==> src/rtl/eth_mii_tx_framer_if.sv <==
// Packet-FIFO and MII transmit signal bundle for the framer.
// master = framer side, slave = FIFO/PHY side.
interface eth_mii_tx_framer_if;
  logic       Transmit_of_Data_RQ;
  logic [9:0] Data_to_Transmit;
  logic       Byte_Readed_Strob;
  logic       MII_Tx_CLK;
  logic       MII_Tx_En;
  logic [3:0] MII_Tx_Data;
  logic       Eth_Tx_In_Progress;
  logic       Frame_Sent;
  logic       Tx_Truncated;

  modport master (
    input  Transmit_of_Data_RQ, Data_to_Transmit, MII_Tx_CLK,
    output Byte_Readed_Strob, MII_Tx_En, MII_Tx_Data,
           Eth_Tx_In_Progress, Frame_Sent, Tx_Truncated
  );

  modport slave (
    output Transmit_of_Data_RQ, Data_to_Transmit, MII_Tx_CLK,
    input  Byte_Readed_Strob, MII_Tx_En, MII_Tx_Data,
           Eth_Tx_In_Progress, Frame_Sent, Tx_Truncated
  );
endinterface

==> src/rtl/eth_mii_tx_framer.sv <==
// Byte FIFO to MII nibble stream: preamble/SFD, zero padding, CRC-32 FCS and
// inter-frame gap, all paced by a synchronised MII_Tx_CLK rising-edge tick.
module eth_mii_tx_framer #(
  parameter int MIN_FRAME_BYTES = 60,
  parameter int MAX_FRAME_BYTES = 1514,
  parameter int IFG_NIBBLES     = 24
) (
  input  logic                System_Clock,
  input  logic                Reset,
  eth_mii_tx_framer_if.master tx
);
  localparam int                CNT_W    = $clog2((IFG_NIBBLES > 16) ? IFG_NIBBLES : 16);
  localparam logic [10:0]       MIN_CNT  = 11'(MIN_FRAME_BYTES);
  localparam logic [10:0]       MAX_CNT  = 11'(MAX_FRAME_BYTES);
  localparam logic [CNT_W-1:0]  PRE_LAST = CNT_W'(15);
  localparam logic [CNT_W-1:0]  SFD_PREV = CNT_W'(14);
  localparam logic [CNT_W-1:0]  FCS_LAST = CNT_W'(7);
  localparam logic [CNT_W-1:0]  IFG_LAST = CNT_W'(IFG_NIBBLES - 1);

  typedef enum logic [2:0] {
    S_IDLE, S_PRE, S_DLO, S_DHI, S_PLO, S_PHI, S_FCS, S_IFG
  } state_t;

  function automatic logic [31:0] crc_byte(input logic [31:0] crc, input logic [7:0] data);
    logic [31:0] c;
    c = crc ^ {24'd0, data};
    for (int i = 0; i < 8; i++) begin
      c = c[0] ? ((c >> 1) ^ 32'hEDB88320) : (c >> 1);
    end
    return c;
  endfunction

  logic [2:0]       clk_sync_reg;
  logic             tick;
  state_t           state_reg, state_next;
  logic [CNT_W-1:0] cnt_reg, cnt_next;
  logic [10:0]      byte_cnt_reg, byte_cnt_next;
  logic [31:0]      crc_reg, crc_next;
  logic [8:0]       word_reg, word_next;
  logic             frame_end;
  logic [3:0]       fcs_nib [8];

  logic             tx_en_reg, tx_en_next;
  logic [3:0]       txd_reg, txd_next;
  logic             in_prog_reg, in_prog_next;
  logic             strobe_reg, strobe_next;
  logic             sent_reg, sent_next;
  logic             trunc_reg, trunc_next;

  // [1:0] is the synchroniser, [2] holds the previous synchronised level
  always_ff @(posedge System_Clock or posedge Reset) begin
    if (Reset) clk_sync_reg <= '0;
    else       clk_sync_reg <= {clk_sync_reg[1:0], tx.MII_Tx_CLK};
  end
  assign tick = clk_sync_reg[1] & ~clk_sync_reg[2];

  // word_reg keeps {last, data}; the reserved FIFO bit is dropped
  assign frame_end = word_reg[8] || (byte_cnt_reg == MAX_CNT);

  generate
    for (genvar gi = 0; gi < 8; gi++) begin : g_fcs
      assign fcs_nib[gi] = ~crc_reg[4*gi +: 4];
    end
  endgenerate

  always_ff @(posedge System_Clock or posedge Reset) begin
    if (Reset) begin
      state_reg    <= S_IDLE;
      cnt_reg      <= '0;
      byte_cnt_reg <= '0;
      crc_reg      <= '0;
      word_reg     <= '0;
      tx_en_reg    <= 1'b0;
      txd_reg      <= '0;
      in_prog_reg  <= 1'b0;
      strobe_reg   <= 1'b0;
      sent_reg     <= 1'b0;
      trunc_reg    <= 1'b0;
    end else begin
      state_reg    <= state_next;
      cnt_reg      <= cnt_next;
      byte_cnt_reg <= byte_cnt_next;
      crc_reg      <= crc_next;
      word_reg     <= word_next;
      strobe_reg   <= strobe_next;
      sent_reg     <= sent_next;
      trunc_reg    <= trunc_next;
      if (tick) begin
        tx_en_reg   <= tx_en_next;
        txd_reg     <= txd_next;
        in_prog_reg <= in_prog_next;
      end
    end
  end

  always_comb begin
    state_next    = state_reg;
    cnt_next      = cnt_reg;
    byte_cnt_next = byte_cnt_reg;
    crc_next      = crc_reg;
    word_next     = word_reg;
    if (tick) begin
      case (state_reg)
        S_IDLE: begin
          if (tx.Transmit_of_Data_RQ) begin
            state_next    = S_PRE;
            cnt_next      = '0;
            byte_cnt_next = '0;
          end
        end
        S_PRE: begin
          cnt_next = cnt_reg + 1'b1;
          if (cnt_reg == SFD_PREV) crc_next = '1;
          if (cnt_reg == PRE_LAST) begin
            state_next = S_DLO;
            word_next  = {tx.Data_to_Transmit[9], tx.Data_to_Transmit[7:0]};
          end
        end
        S_DLO: begin
          state_next    = S_DHI;
          crc_next      = crc_byte(crc_reg, word_reg[7:0]);
          byte_cnt_next = byte_cnt_reg + 1'b1;
        end
        S_DHI: begin
          cnt_next = '0;
          if (frame_end) begin
            state_next = (byte_cnt_reg < MIN_CNT) ? S_PLO : S_FCS;
          end else begin
            state_next = S_DLO;
            word_next  = {tx.Data_to_Transmit[9], tx.Data_to_Transmit[7:0]};
          end
        end
        S_PLO: begin
          state_next    = S_PHI;
          crc_next      = crc_byte(crc_reg, 8'h00);
          byte_cnt_next = byte_cnt_reg + 1'b1;
        end
        S_PHI: begin
          cnt_next   = '0;
          state_next = (byte_cnt_reg >= MIN_CNT) ? S_FCS : S_PLO;
        end
        S_FCS: begin
          cnt_next = cnt_reg + 1'b1;
          if (cnt_reg == FCS_LAST) begin
            state_next = S_IFG;
            cnt_next   = '0;
          end
        end
        S_IFG: begin
          cnt_next = cnt_reg + 1'b1;
          if (cnt_reg == IFG_LAST) begin
            // a pending request starts the preamble on the very next tick
            cnt_next      = '0;
            byte_cnt_next = '0;
            state_next    = tx.Transmit_of_Data_RQ ? S_PRE : S_IDLE;
          end
        end
        default: state_next = S_IDLE;
      endcase
    end
  end

  always_comb begin
    tx_en_next  = 1'b1;
    txd_next    = '0;
    strobe_next = 1'b0;
    sent_next   = 1'b0;
    case (state_next)
      S_PRE:        txd_next = (cnt_next == PRE_LAST) ? 4'hD : 4'h5;
      S_DLO:        txd_next = word_next[3:0];
      S_DHI: begin
        txd_next    = word_reg[7:4];
        strobe_next = tick;
      end
      S_PLO, S_PHI: txd_next = '0;
      S_FCS: begin
        txd_next  = fcs_nib[cnt_next[2:0]];
        sent_next = tick && (cnt_next == FCS_LAST);
      end
      default:      tx_en_next = 1'b0;
    endcase
    in_prog_next = tx_en_next;
    trunc_next   = tick && (state_reg == S_DHI) && (byte_cnt_reg == MAX_CNT) && !word_reg[8];
  end

  assign tx.MII_Tx_En          = tx_en_reg;
  assign tx.MII_Tx_Data        = txd_reg;
  assign tx.Eth_Tx_In_Progress = in_prog_reg;
  assign tx.Byte_Readed_Strob  = strobe_reg;
  assign tx.Frame_Sent         = sent_reg;
  assign tx.Tx_Truncated       = trunc_reg;
endmodule

==> src/flat_wrapper.sv <==
// flat-port wrapper written by rule: the top's interface ports become plain ports
module eth_mii_tx_framer_flat 
#(
  parameter int MIN_FRAME_BYTES = 60,
  parameter int MAX_FRAME_BYTES = 1514,
  parameter int IFG_NIBBLES     = 24
)
  (System_Clock, Reset, tx_Transmit_of_Data_RQ, tx_Data_to_Transmit, tx_MII_Tx_CLK, tx_Byte_Readed_Strob, tx_MII_Tx_En, tx_MII_Tx_Data, tx_Eth_Tx_In_Progress, tx_Frame_Sent, tx_Tx_Truncated);
  eth_mii_tx_framer_if tx_i ();
  input  logic System_Clock;
  input  logic Reset;
  input wire logic [$bits(tx_i.Transmit_of_Data_RQ)-1:0] tx_Transmit_of_Data_RQ;
  input wire logic [$bits(tx_i.Data_to_Transmit)-1:0] tx_Data_to_Transmit;
  input wire logic [$bits(tx_i.MII_Tx_CLK)-1:0] tx_MII_Tx_CLK;
  output wire logic [$bits(tx_i.Byte_Readed_Strob)-1:0] tx_Byte_Readed_Strob;
  output wire logic [$bits(tx_i.MII_Tx_En)-1:0] tx_MII_Tx_En;
  output wire logic [$bits(tx_i.MII_Tx_Data)-1:0] tx_MII_Tx_Data;
  output wire logic [$bits(tx_i.Eth_Tx_In_Progress)-1:0] tx_Eth_Tx_In_Progress;
  output wire logic [$bits(tx_i.Frame_Sent)-1:0] tx_Frame_Sent;
  output wire logic [$bits(tx_i.Tx_Truncated)-1:0] tx_Tx_Truncated;
  assign tx_i.Transmit_of_Data_RQ = tx_Transmit_of_Data_RQ;
  assign tx_i.Data_to_Transmit = tx_Data_to_Transmit;
  assign tx_i.MII_Tx_CLK = tx_MII_Tx_CLK;
  assign tx_Byte_Readed_Strob = tx_i.Byte_Readed_Strob;
  assign tx_MII_Tx_En = tx_i.MII_Tx_En;
  assign tx_MII_Tx_Data = tx_i.MII_Tx_Data;
  assign tx_Eth_Tx_In_Progress = tx_i.Eth_Tx_In_Progress;
  assign tx_Frame_Sent = tx_i.Frame_Sent;
  assign tx_Tx_Truncated = tx_i.Tx_Truncated;
  eth_mii_tx_framer #(.MIN_FRAME_BYTES(MIN_FRAME_BYTES), .MAX_FRAME_BYTES(MAX_FRAME_BYTES), .IFG_NIBBLES(IFG_NIBBLES)) u_core (.System_Clock(System_Clock), .Reset(Reset), .tx(tx_i));
endmodule
==> config.mk <==
export PLATFORM = sky130hd
export DESIGN_NAME = eth_mii_tx_framer_flat
export DESIGN_NICKNAME = d
export VERILOG_FILES = /design/src/rtl/eth_mii_tx_framer_if.sv /design/src/rtl/eth_mii_tx_framer.sv /design/src/flat_wrapper.sv
export SDC_FILE = /design/constraint.sdc
export NUM_CORES = 1
export LEC_CHECK = 0
export BUFFER_PORTS_ARGS = -buffer_cell sky130_fd_sc_hd__buf_2
export CAP_MARGIN = 20
export CORE_UTILIZATION = 32
export CTS_CLUSTER_SIZE = 14
export DETAILED_ROUTE_END_ITERATION = 10
export PLACE_DENSITY_LB_ADDON = 0.05
export SETUP_SLACK_MARGIN = 0.1
export SLEW_MARGIN = 20
export SYNTH_ARGS = -nofsm -noshare
export SYNTH_HDL_FRONTEND = slang
export SYNTH_SLANG_ARGS = --single-unit
==> constraint.sdc <==
create_clock -name System_Clock -period 2.63 [get_ports System_Clock]
set_input_delay 0.526 -clock System_Clock [delete_from_list [all_inputs] [get_ports System_Clock]]
set_output_delay 0.526 -clock System_Clock [all_outputs]
set_load 0.03 [all_outputs]
==> impl_metrics.py, run 1 <==
metrics = {
    "drt": {
        "drt.antenna.violating_nets": 0,
        "wl_per_cell_um": 19.02,
        "drc": 0,
        "drt-initial-drc-count": 223,
        "topRoutingLayerUsed": "met4",
        "met3_length_um": 543,
        "routed-wl-met2_mm": 6.907,
        "vias": 4327,
        "drt_first_pass_iters": 5,
        "via_per_inst": 5.201,
        "wirelength_mm": 15.83,
        "wl_met1_mm": 8.180,
    },
    "hold_path": {
        "hold_class": "primary input to async pin",
    },
    "timing": {
        "relSlewSlack": 0.5489,
        "hold_violations": 0,
        "hold_ws_ns": 0.2337,
        "slew_violations": 0,
        "rsz0062_at_grt": "false",
        "tightest_slew_ns": 0.6718,
        "tns_ns": 0,
        "finalSetupViolations": 0,
        "fmax_mhz": 407.7,
        "fin_skew_ns": 0.007179,
        "finalCriticalPeriod_ns": 2.453,
        "period_share": 0.9326,
    },
    "synthesis": {
        "synth_warnings": 0,
        "synth_area_um2": 5464,
        "syn_area_per_cell_um2": 9.845,
        "synth_common_cells": "xnor2_1 (80), dfrtp_1 (71), nor2_1 (35)",
        "synth_compound_area_frac": 0.2011,
        "ys_seq_elements": 71,
        "yosysTopAreaCellShare": 0.3252,
        "async_reset_ff_frac": 1.000,
        "synth_top_family_by_area": "XOR/XNOR gates",
        "synthAdderAreaFrac": 0.01374,
        "synth_top_area_cell": "dfrtp_1",
        "synth_nets": 575,
        "synthMuxAreaShare": 0.05175,
        "synth_seq_area_share": 0.3252,
        "synth-edff-count": 0,
        "synthSimpleGateAreaFrac": 0.1248,
        "synthTopCellsByArea": "dfrtp_1 (33%), xnor2_1 (13%), xor2_1 (4.8%)",
        "syn_inst": 555,
        "synth_most_common_cell": "xnor2_1",
        "ys_types": 76,
        "ys.flop_type": "dfrtp_1",
        "synth_xor_xnor_area_share": 0.2354,
    },
    "clocking": {
        "clk_pin_slew_worst_paths_ns": 0.07,
        "htreeDepth": 3,
        "numCtsBuffers": 9,
        "cts_sinks": 71,
        "cts_tree": "done",
        "clock_latency_ns": 0.34,
        "root_buffer": "clkbuf_16",
        "clk_path_buf_depth": 2,
    },
    "placed_design": {
        "hpwl_mm": 11.99,
        "gp_congestion": 0.7914,
        "io_buffers": 21,
    },
    "power": {
        "power.share.clock": 0.120,
        "pwr-share-seq": 0.194,
        "p_sw_frac": 0.4647,
        "p_leak_nw": 2.577,
        "vdd_drop_max_mv": 0.6218,
        "internal_power_mw": 5.835,
        "combPwrFrac": 0.686,
        "p_sw_mw": 5.065,
        "power_density_nw_per_um2": 1676,
    },
    "global_routing": {
        "grt_pass1_vias": 4287,
        "grt_start_max_net_pins": 34,
        "antenna_found_initial": 0,
        "track_usage": 0.1910,
        "grt_overflow": 0,
        "grt_pass1_wl_mm": 25.48,
    },
    "setup_path": {
        "cp-start-kind": "flop",
        "reg2regPathDepth": 8,
        "cp_data_required_time_ns": 2.89,
        "critPathKind": "flop to flop",
        "r2r_end": "u_core.tx.MII_Tx_Data[0]",
        "crit_fanout": 8,
        "r2r_start": "u_core.state_reg[2]",
        "r2r_slack_ns": 0.18,
        "crit_path_end_kind": "flop",
        "crit_arrival_ns": 2.71,
    },
    "floorplanning": {
        "start_util": 0.3283,
        "fp.dieArea_um2": 17600,
        "ioPinCount": 23,
        "fp.dieW_um": 132.7,
        "rows": 47,
        "core_area_um2": 16640,
        "die_h_um": 132.7,
    },
    "finish": {
        "final_layout_size_suffix_gt1_frac": 0.2418,
        "syn_to_final_growth_pct": 19.01,
        "diodes": 0,
        "fillCellCount": 1697,
        "num-nets-final": 627,
        "largest_register_ff_count": 32,
    },
    "run_status": {
        "status": "finished, final reports clean",
    },
    "run": {
        "cap_violations": 0,
    },
}
==> stage by stage <==
stage	instances	power, mW	utilization	instance area [um2]	setup WS (ns)
detailed placement	806	9.414	0.3632	6045	-0.01441
global placement	806	9.425	0.3632	6045	0.006522
global route	832	11.69	0.3907	6502	0.08846
finish	832	10.90	0.3907	6502	0.1774
floorplan	555	7.574	-	5464	0.3074
CTS	825	10.82	0.3843	6395	0.1071
==> worst max-delay path by stage <==
stage | from | to | slack (ns) | cells past startpoint
floorplan | Reset | u_core.byte_cnt_reg[0] | 0.31 | 1
global placement | tx_Transmit_of_Data_RQ | u_core.tx.MII_Tx_Data[0] | 0.007 | 9
detailed placement | tx_Transmit_of_Data_RQ | u_core.tx.MII_Tx_Data[2] | -0.01 | 9
CTS | u_core.state_reg[1] | u_core.tx.MII_Tx_Data[2] | 0.11 | 8
global route | u_core.state_reg[2] | u_core.tx.MII_Tx_Data[0] | 0.09 | 8
finish | u_core.state_reg[2] | u_core.tx.MII_Tx_Data[0] | 0.18 | 8
==> critical path: stages, from the launching register on <==
cell and delay (ns):
dfrtp_2 0.48, nor3b_4 0.27, o31ai_4 0.10, a221oi_4 0.34
buf_12 0.17, mux4_2 0.53, and2_1 0.19, a211o_1 0.22
o211ai_1 0.08
==> logic make-up (layout without fill, tap and decap cells) <==
kind of cell / Yosys count / after routing
xor gates and xnor gates: 125 / 125
AOI/OAI and AO/OA: 148 / 148
adders and majority gates: 6 / 6
and+or+nand+nor: 127 / 127
DFF: 71 / 71
buffers and inverters: 54 / 111
muxes: 24 / 24
==> power groups by stage <==
| stage | Sequential, mW | Clock [mW] | Combinational, mW |
|---|---|---|---|
| 6_report | 2.11 | 1.31 | 7.48 |
| 5_1_grt | 2.18 | 1.39 | 8.12 |
| 4_1_cts | 2.11 | 1.35 | 7.36 |
| 3_5_place_dp | 2.14 | 0 | 7.28 |
| 3_3_place_gp | 2.13 | 0 | 7.29 |
| 2_1_floorplan | 1.90 | 0 | 5.67 |
==> cell usage in the layout (no fill, tap or decap), types with 3 or more instances in the layout <==
master and count:
a211o_1 3, a21oi_1 21, a221o_1 3, a31oi_1 3, and3_1 3, buf_12 4, buf_2 21, buf_4 50
clkbuf_16 9, dfrtp_1 69, ha_1 4, inv_1 18, mux2_2 4, mux2i_1 17, mux4_2 3, nand2_1 26
nand2b_1 7, nand3_1 14, nand3b_1 3, nand4_1 3, nor2_1 34, nor3_1 7, o211ai_1 7, o21a_1 23
o21ai_0 31, o221ai_1 24, or2_2 3, xnor2_1 80, xnor2_2 4, xnor2_4 6, xor2_1 30, xor2_2 4
==> area by class of cell <==
| cell class | count | area [um2] | share of cell area |
|---|---|---|---|
| multi-input cells | 430 | 3500 | 0.5382 |
| flip-flops and latches | 71 | 1779 | 0.2736 |
| repair buffers | 75 | 560.5 | 0.08620 |
| well taps | 220 | 275.3 | 0.04233 |
| clock buffers | 9 | 225.2 | 0.03464 |
| clock inverters | 7 | 86.33 | 0.01328 |
| inverters | 20 | 76.32 | 0.01174 |
==> metal layers <==
| layer | GRT usage | vias to the layer above |
|---|---|---|
| met5 | 0 | - |
| met4 | 0.05492 | 0 |
| met3 | 0.02605 | 12 |
| met2 | 0.2798 | 73 |
| met1 | 0.2889 | 2152 |
| li1 | - | 2090 |
==> timing repair <==
item,4_1_cts,5_1_grt
pin swaps,1,6
resized for setup,3,12
hold buffers,0,0
setup buffers,3,7
setup endpoints to repair,3,5
No activity file was read; power rests on OpenSTA's default activity.
==> run 2: changes to the inputs <==
Settings changed: ABC_AREA set to 1.
==> run 2 against run 1 <==
Clock skew grew 0.0014 ns. Highest routed layer unchanged. Largest cell class unchanged. Worst setup slack gained 0.088 ns. Core utilization shrank 0.80 points. Worst hold slack gained 0.026 ns. Synthesized cell count grew 46%. Register-to-register slack gained 0.09 ns. First-iteration DRC count grew 130%. Non-clock buffer count shrank 11. Via count grew 30%. Final cell count grew 31%. Critical path depth grew 7.
==> impl_metrics.py, run 2 <==
metrics = {
    "run_status": {
        "status": "finished, final reports clean",
    },
    "setup_path": {
        "cp_data_required_time_ns": 2.87,
        "crit_arrival_ns": 2.60,
        "cp-start-kind": "flop",
        "crit_path_start": "u_core.state_reg[1]",
        "r2r_start": "u_core.state_reg[1]",
        "crit_fanout": 19,
        "r2r_slack_ns": 0.27,
        "critPathKind": "flop to flop",
        "r2r_end": "u_core.tx.MII_Tx_Data[0]",
        "crit_path_end_kind": "flop",
        "reg2regPathDepth": 15,
    },
    "finish": {
        "final_layout_size_suffix_gt1_frac": 0.1427,
        "final_cell_mix": "nand2_1 (187), nand3_1 (94), inv_1 (84)",
        "num-nets-final": 877,
        "diodes": 0,
        "final_area_um2": 6665,
        "largest_register_ff_count": 32,
        "multiInputGateArea_um2": 3493,
        "layout_commonest_cell": "nand2_1",
        "fillCellCount": 1873,
        "syn_to_final_growth_pct": 15.85,
        "regArea_um2": 1778,
    },
    "floorplanning": {
        "start_util": 0.3303,
        "fp.dieW_um": 136.1,
        "die_h_um": 136.1,
        "core_area_um2": 17420,
        "fp.dieArea_um2": 18520,
        "rows": 48,
        "ioPinCount": 23,
    },
    "timing": {
        "fin_ws_ns": 0.2654,
        "slew_violations": 0,
        "relSlewSlack": 0.5819,
        "tns_ns": 0,
        "fin_skew_ns": 0.008609,
        "fmax_mhz": 422.9,
        "finalSetupViolations": 0,
        "tightest_slew_ns": 0.6264,
        "finalCriticalPeriod_ns": 2.365,
        "rsz0062_at_grt": "false",
        "hold_violations": 0,
        "period_share": 0.8991,
    },
    "clocking": {
        "cts_sinks": 71,
        "root_buffer": "clkbuf_16",
        "hold_buffers": 0,
        "htreeDepth": 3,
        "clk_pin_slew_worst_paths_ns": 0.06,
        "clock_latency_ns": 0.35,
        "numCtsBuffers": 9,
        "clk_path_buf_depth": 2,
        "cts_tree": "done",
    },
    "synthesis": {
        "synth_top_area_cell": "dfrtp_1",
        "synth_common_cells": "nand2_1 (187), nand3_1 (94), inv_1 (86)",
        "ys.flop_type": "dfrtp_1",
        "yosysTopAreaCellShare": 0.3088,
        "syn_inst": 811,
        "synth_nets": 831,
        "synth_most_common_cell": "nand2_1",
        "ys_seq_elements": 71,
        "synth_area_um2": 5753,
        "synthTopCellsByArea": "dfrtp_1 (31%), nand2_1 (12%), xor2_1 (10%)",
        "ys_types": 46,
        "synth-edff-count": 0,
        "syn_area_per_cell_um2": 7.094,
        "synth_warnings": 0,
        "synth_seq_area_share": 0.3088,
        "async_reset_ff_frac": 1.000,
    },
    "placed_design": {
        "io_buffers": 21,
        "gp_congestion": 0.8796,
        "placed_cell_area_um2": 6290,
        "hpwl_mm": 14.63,
        "place_ws_ns": 0.1725,
    },
    "drt": {
        "wirelength_mm": 20.17,
        "drt-initial-drc-count": 508,
        "drt_first_pass_iters": 5,
        "wl_per_cell_um": 18.56,
        "vias": 5615,
        "drc": 0,
        "via_per_inst": 5.166,
        "drt.antenna.violating_nets": 0,
    },
    "global_routing": {
        "grt_overflow": 0,
        "grt_start_max_net_pins": 72,
        "use_met2": 0.3534,
        "antenna_found_initial": 0,
        "top_usage_layer": "met2",
        "track_usage": 0.2294,
        "met1_usage": 0.3346,
        "grt_pass1_vias": 5269,
        "grt_pass1_wl_mm": 31.26,
        "use_met3": 0.03393,
    },
    "run": {
        "cap_violations": 0,
    },
    "hold_path": {
        "hold_class": "primary input to async pin",
    },
}
==> run 2: cell count changes after synthesis, sizes merged, moves of 24 or more <==
cell	previous run	this run
inv	20	91
xor2	35	70
xnor2	90	38
nand3	14	95
nand2	26	202
nor2	35	68
o221ai	24	0
==> run 2: how the worst max path moves through the flow <==
| stage | endpoint | slack (ns) |
|---|---|---|
| 2_1_floorplan | u_core.byte_cnt_reg[0] | 0.31 |
| 3_3_place_gp | u_core.tx.Frame_Sent | 0.25 |
| 3_5_place_dp | u_core.tx.Frame_Sent | 0.17 |
| 4_1_cts | u_core.tx.Frame_Sent | 0.14 |
| 5_1_grt | u_core.tx.MII_Tx_En | 0.05 |
| 6_report | u_core.tx.MII_Tx_Data[0] | 0.27 |
==> run 2: layout make-up <==
class                   instances  share of cell area
well taps                     225             0.04224
clock inverters                 6             0.01389
repair buffers                 64             0.06608
flip-flops and latches         71              0.2668
multi-input cells             619              0.5241
clock buffers                  10             0.03435
inverters                      92             0.05256
==> run 2: metal layers <==
metal,vias up,share of wire,routed length [um]
li1,2719,-,-
met1,2706,0.48,9695
met2,168,0.45,9114
met3,22,0.055,1119
met4,0,0.012,242
met5,-,0,0
==> run 2: timing repair <==
item                                    4_1_cts  5_1_grt
endpoints found under the setup margin        0       11
endpoints found under the hold margin         0        0
setup buffers                                 0        4
resized for setup                             0        7
==> run 2: cells by family (layout without fill, tap and decap cells) <==
family	count (synthesis)	in the layout	share of synthesized area
flip-flops	71	71	0.3088
XOR/XNOR	108	108	0.1736
AO/OA/AOI/OAI	114	114	0.1179
AND/OR/NAND/NOR	391	391	0.2995
buffers and inverters	121	172	0.08721
adder cells (fa/ha/maj)	6	6	0.01305
==> run 2: metrics by stage <==
stage          utilization  hold WS [ns]  instances
2_1_floorplan            -        0.3312        811
3_3_place_gp        0.3611        0.3446       1067
3_5_place_dp        0.3611        0.3412       1067
4_1_cts             0.3796        0.2739       1083
5_1_grt             0.3827        0.2842       1087
6_report            0.3827        0.2594       1087
==> run 2: critical path, cell delays in order (launching register included) <==
cell	delay, ns
dfrtp_1	0.45
inv_1	0.12
nor2_1	0.05
nand2_1	0.15
buf_4	0.22
nand3_1	0.15
nor2_1	0.15
nand2_2	0.09
nand2_4	0.19
nand2_1	0.09
nand3_1	0.07
nand3_1	0.16
nand3_1	0.17
nand2_1	0.08
nand2_1	0.06
nand2_1	0.05
Power of run 2 is left out: the tool's default activity adds up to more than one toggle a clock period on the data nets, which glitch-free logic cannot reach.
==> run 3: changes to the inputs <==
--- a/config.mk
+++ b/config.mk
@@ -7,3 +7,2 @@
 export LEC_CHECK = 0
-export ABC_AREA = 1
 export BUFFER_PORTS_ARGS = -buffer_cell sky130_fd_sc_hd__buf_2
==> constraint.sdc (replaced) <==
create_clock -name System_Clock -period 2.63 [get_ports System_Clock]
set_input_delay 0 -clock System_Clock [delete_from_list [all_inputs] [get_ports System_Clock]]
set_output_delay 0 -clock System_Clock [all_outputs]
set_load 0.03 [all_outputs]
==> run 3 against run 2 <==
Cell area fell by 2.1%. Clock skew barely moved. Routed wire length fell by 18%. Largest cell class unchanged. Via count fell by 22%. Fmax fell by 4.3%. Critical path depth fell by 7. Die area fell by 4.9%. Non-clock buffer count rose by 15. Sequential share of layout area rose by 0.63 points. Worst hold slack improved by 0.024 ns. Worst setup slack got worse by 0.11 ns. Critical endpoint is now u_core.tx.MII_Tx_Data[3]. Final cell count fell by 23%.
==> impl_metrics.py, run 3 (synthesized netlist as in run 1, its figures left out) <==
metrics = {
    "run_status": {
        "status": "finished, final reports clean",
    },
    "timing": {
        "hold_violations": 0,
        "rsz0062_at_grt": "false",
        "finalSetupViolations": 0,
        "fmax_mhz": 404.5,
        "finalCriticalPeriod_ns": 2.472,
        "fin_skew_ns": 0.009014,
        "slew_violations": 0,
        "relSlewSlack": 0.3909,
        "tns_ns": 0,
        "fin_ws_ns": 0.1579,
        "tightest_slew_ns": 0.9126,
        "period_share": 0.9400,
    },
    "floorplanning": {
        "start_util": 0.3283,
        "fp.dieArea_um2": 17600,
        "core_area_um2": 16640,
        "fp.dieW_um": 132.7,
        "ioPinCount": 23,
        "die_h_um": 132.7,
        "rows": 47,
    },
    "power": {
        "vdd_drop_max_mv": 0.5264,
        "pwr-share-seq": 0.200,
        "p_sw_frac": 0.4628,
        "p_sw_mw": 5.008,
        "power_density_nw_per_um2": 1658,
        "internal_power_mw": 5.812,
        "power.share.clock": 0.123,
        "combPwrFrac": 0.677,
        "p_leak_nw": 2.584,
    },
    "setup_path": {
        "reg2regPathDepth": 8,
        "path_buf_inv": 1,
        "r2r_slack_ns": 0.16,
        "cp_data_required_time_ns": 2.86,
        "critPathMaxStageDelay_ns": 0.57,
        "crit_path_end_kind": "flop",
        "crit_chain": "or4_1 -> o41ai_1 -> o211a_1 -> a21oi_4 -> buf_4 -> nand3_1 -> a31oi_1 -> a221o_1",
        "r2r_start": "u_core.byte_cnt_reg[6]",
        "crit_path_top_delay_cell": "or4_1",
        "crit_family": "compound AO/OA/AOI/OAI gates",
        "crit_arrival_ns": 2.71,
        "critPathKind": "flop to flop",
        "r2r_end": "u_core.tx.MII_Tx_Data[3]",
        "crit_path_start": "u_core.byte_cnt_reg[6]",
        "cp-start-kind": "flop",
        "crit_fanout": 9,
    },
    "global_routing": {
        "grt_pass1_wl_mm": 25.78,
        "use_met2": 0.2848,
        "antenna_found_initial": 0,
        "met1_usage": 0.2965,
        "grt_pass1_vias": 4288,
        "grt_overflow": 0,
        "grt_start_max_net_pins": 47,
        "top_usage_layer": "met1",
        "use_met3": 0.02299,
        "track_usage": 0.1956,
    },
    "clocking": {
        "clock_latency_ns": 0.35,
        "cts_tree": "done",
        "clk_path_buf_depth": 2,
        "root_buffer": "clkbuf_16",
        "clk_pin_slew_worst_paths_ns": 0.07,
        "numCtsBuffers": 9,
        "cts_sinks": 71,
        "htreeDepth": 3,
    },
    "finish": {
        "syn_to_final_growth_pct": 19.44,
        "regArea_um2": 1782,
        "multiInputGateArea_um2": 3481,
        "final_layout_size_suffix_gt1_frac": 0.2256,
        "layout_commonest_cell": "xnor2_1",
        "diodes": 0,
        "num-nets-final": 631,
        "fillCellCount": 1706,
        "final_cell_mix": "xnor2_1 (80), dfrtp_1 (67), buf_4 (44)",
        "utilization": 0.3922,
        "largest_register_ff_count": 32,
    },
    "hold_path": {
        "worstHoldStart": "tx_MII_Tx_CLK",
        "min_delay_worst_endpoint": "u_core.clk_sync_reg[0]",
        "holdPathStages": 2,
        "hold_class": "primary input to flop",
    },
    "placed_design": {
        "hpwl_mm": 12.27,
        "gp_congestion": 0.8319,
        "io_buffers": 21,
        "place_ws_ns": 0.08307,
    },
    "drt": {
        "drt-initial-drc-count": 277,
        "wl_per_cell_um": 19.69,
        "drc": 0,
        "vias": 4373,
        "drt.antenna.violating_nets": 0,
        "drt_first_pass_iters": 5,
        "wirelength_mm": 16.46,
        "via_per_inst": 5.231,
    },
    "run": {
        "cap_violations": 0,
    },
}
[run 3: cell types whose count changed in the layout (fill, tap and decap cells not counted), sizes merged, moves of 17 or more]
cell and delta:
o221ai +24, nand3 -81, xnor2 +52, nand2 -176, mux2i +17, xor2 -35
o21a +22, inv -69, nor2 -33
[run 3: stage by stage]
stage | hold WS [ns] | power, mW | cell area [um2] | instances
2_1_floorplan | 0.03143 | 7.574 | 5464 | 555
3_3_place_gp | 0.1112 | 9.307 | 6012 | 805
3_5_place_dp | 0.1113 | 9.305 | 6012 | 805
4_1_cts | 0.2686 | 10.75 | 6464 | 833
5_1_grt | 0.3000 | 11.58 | 6526 | 836
6_report | 0.2834 | 10.82 | 6526 | 836
[run 3: what timing repair did]
action                                  4_1_cts  5_1_grt
hold buffers                                 11        0
pin swaps                                     0        6
resized for setup                             3       11
buffers inserted                              1        3
endpoints found under the setup margin        2        5
cloned                                        0        0
endpoints found under the hold margin        56        0
[run 3: power groups by stage]
stage / clock network (mW) / logic (mW) / registers, mW
after CTS: 1.37 / 7.23 / 2.15
after global placement: 0 / 7.14 / 2.17
after detailed placement: 0 / 7.14 / 2.17
after floorplan: 0 / 5.67 / 1.90
final: 1.33 / 7.32 / 2.16
after global routing: 1.41 / 7.94 / 2.23
[run 3: final cells by class]
| class | count | area share |
|---|---|---|
| Clock buffer | 10 | 0.03662 |
| Tap cell | 220 | 0.04218 |
| Clock inverter | 6 | 0.01169 |
| Multi-Input combinational cell | 430 | 0.5334 |
| Timing Repair Buffer | 79 | 0.09145 |
| Sequential cell | 71 | 0.2730 |
| Inverter | 20 | 0.01169 |
[run 3: per-layer routing]
layer	vias to the layer above	wire length, um	part of all wire
met3	16	690	0.042
met1	2170	8230	0.50
met4	0	267	0.016
met5	-	0	0
li1	2096	-	-
met2	91	7273	0.44
[run 3: worst max path at each step]
stage	end	slack, ns	depth (start not counted)
3_5_place_dp	u_core.tx.MII_Tx_Data[3]	0.08	8
5_1_grt	u_core.tx.MII_Tx_Data[1]	0.10	8
3_3_place_gp	u_core.tx.MII_Tx_Data[3]	0.06	8
4_1_cts	u_core.tx.MII_Tx_Data[2]	0.12	7
6_report	u_core.tx.MII_Tx_Data[3]	0.16	8
2_1_floorplan	u_core.tx.MII_Tx_Data[2]	0.35	8
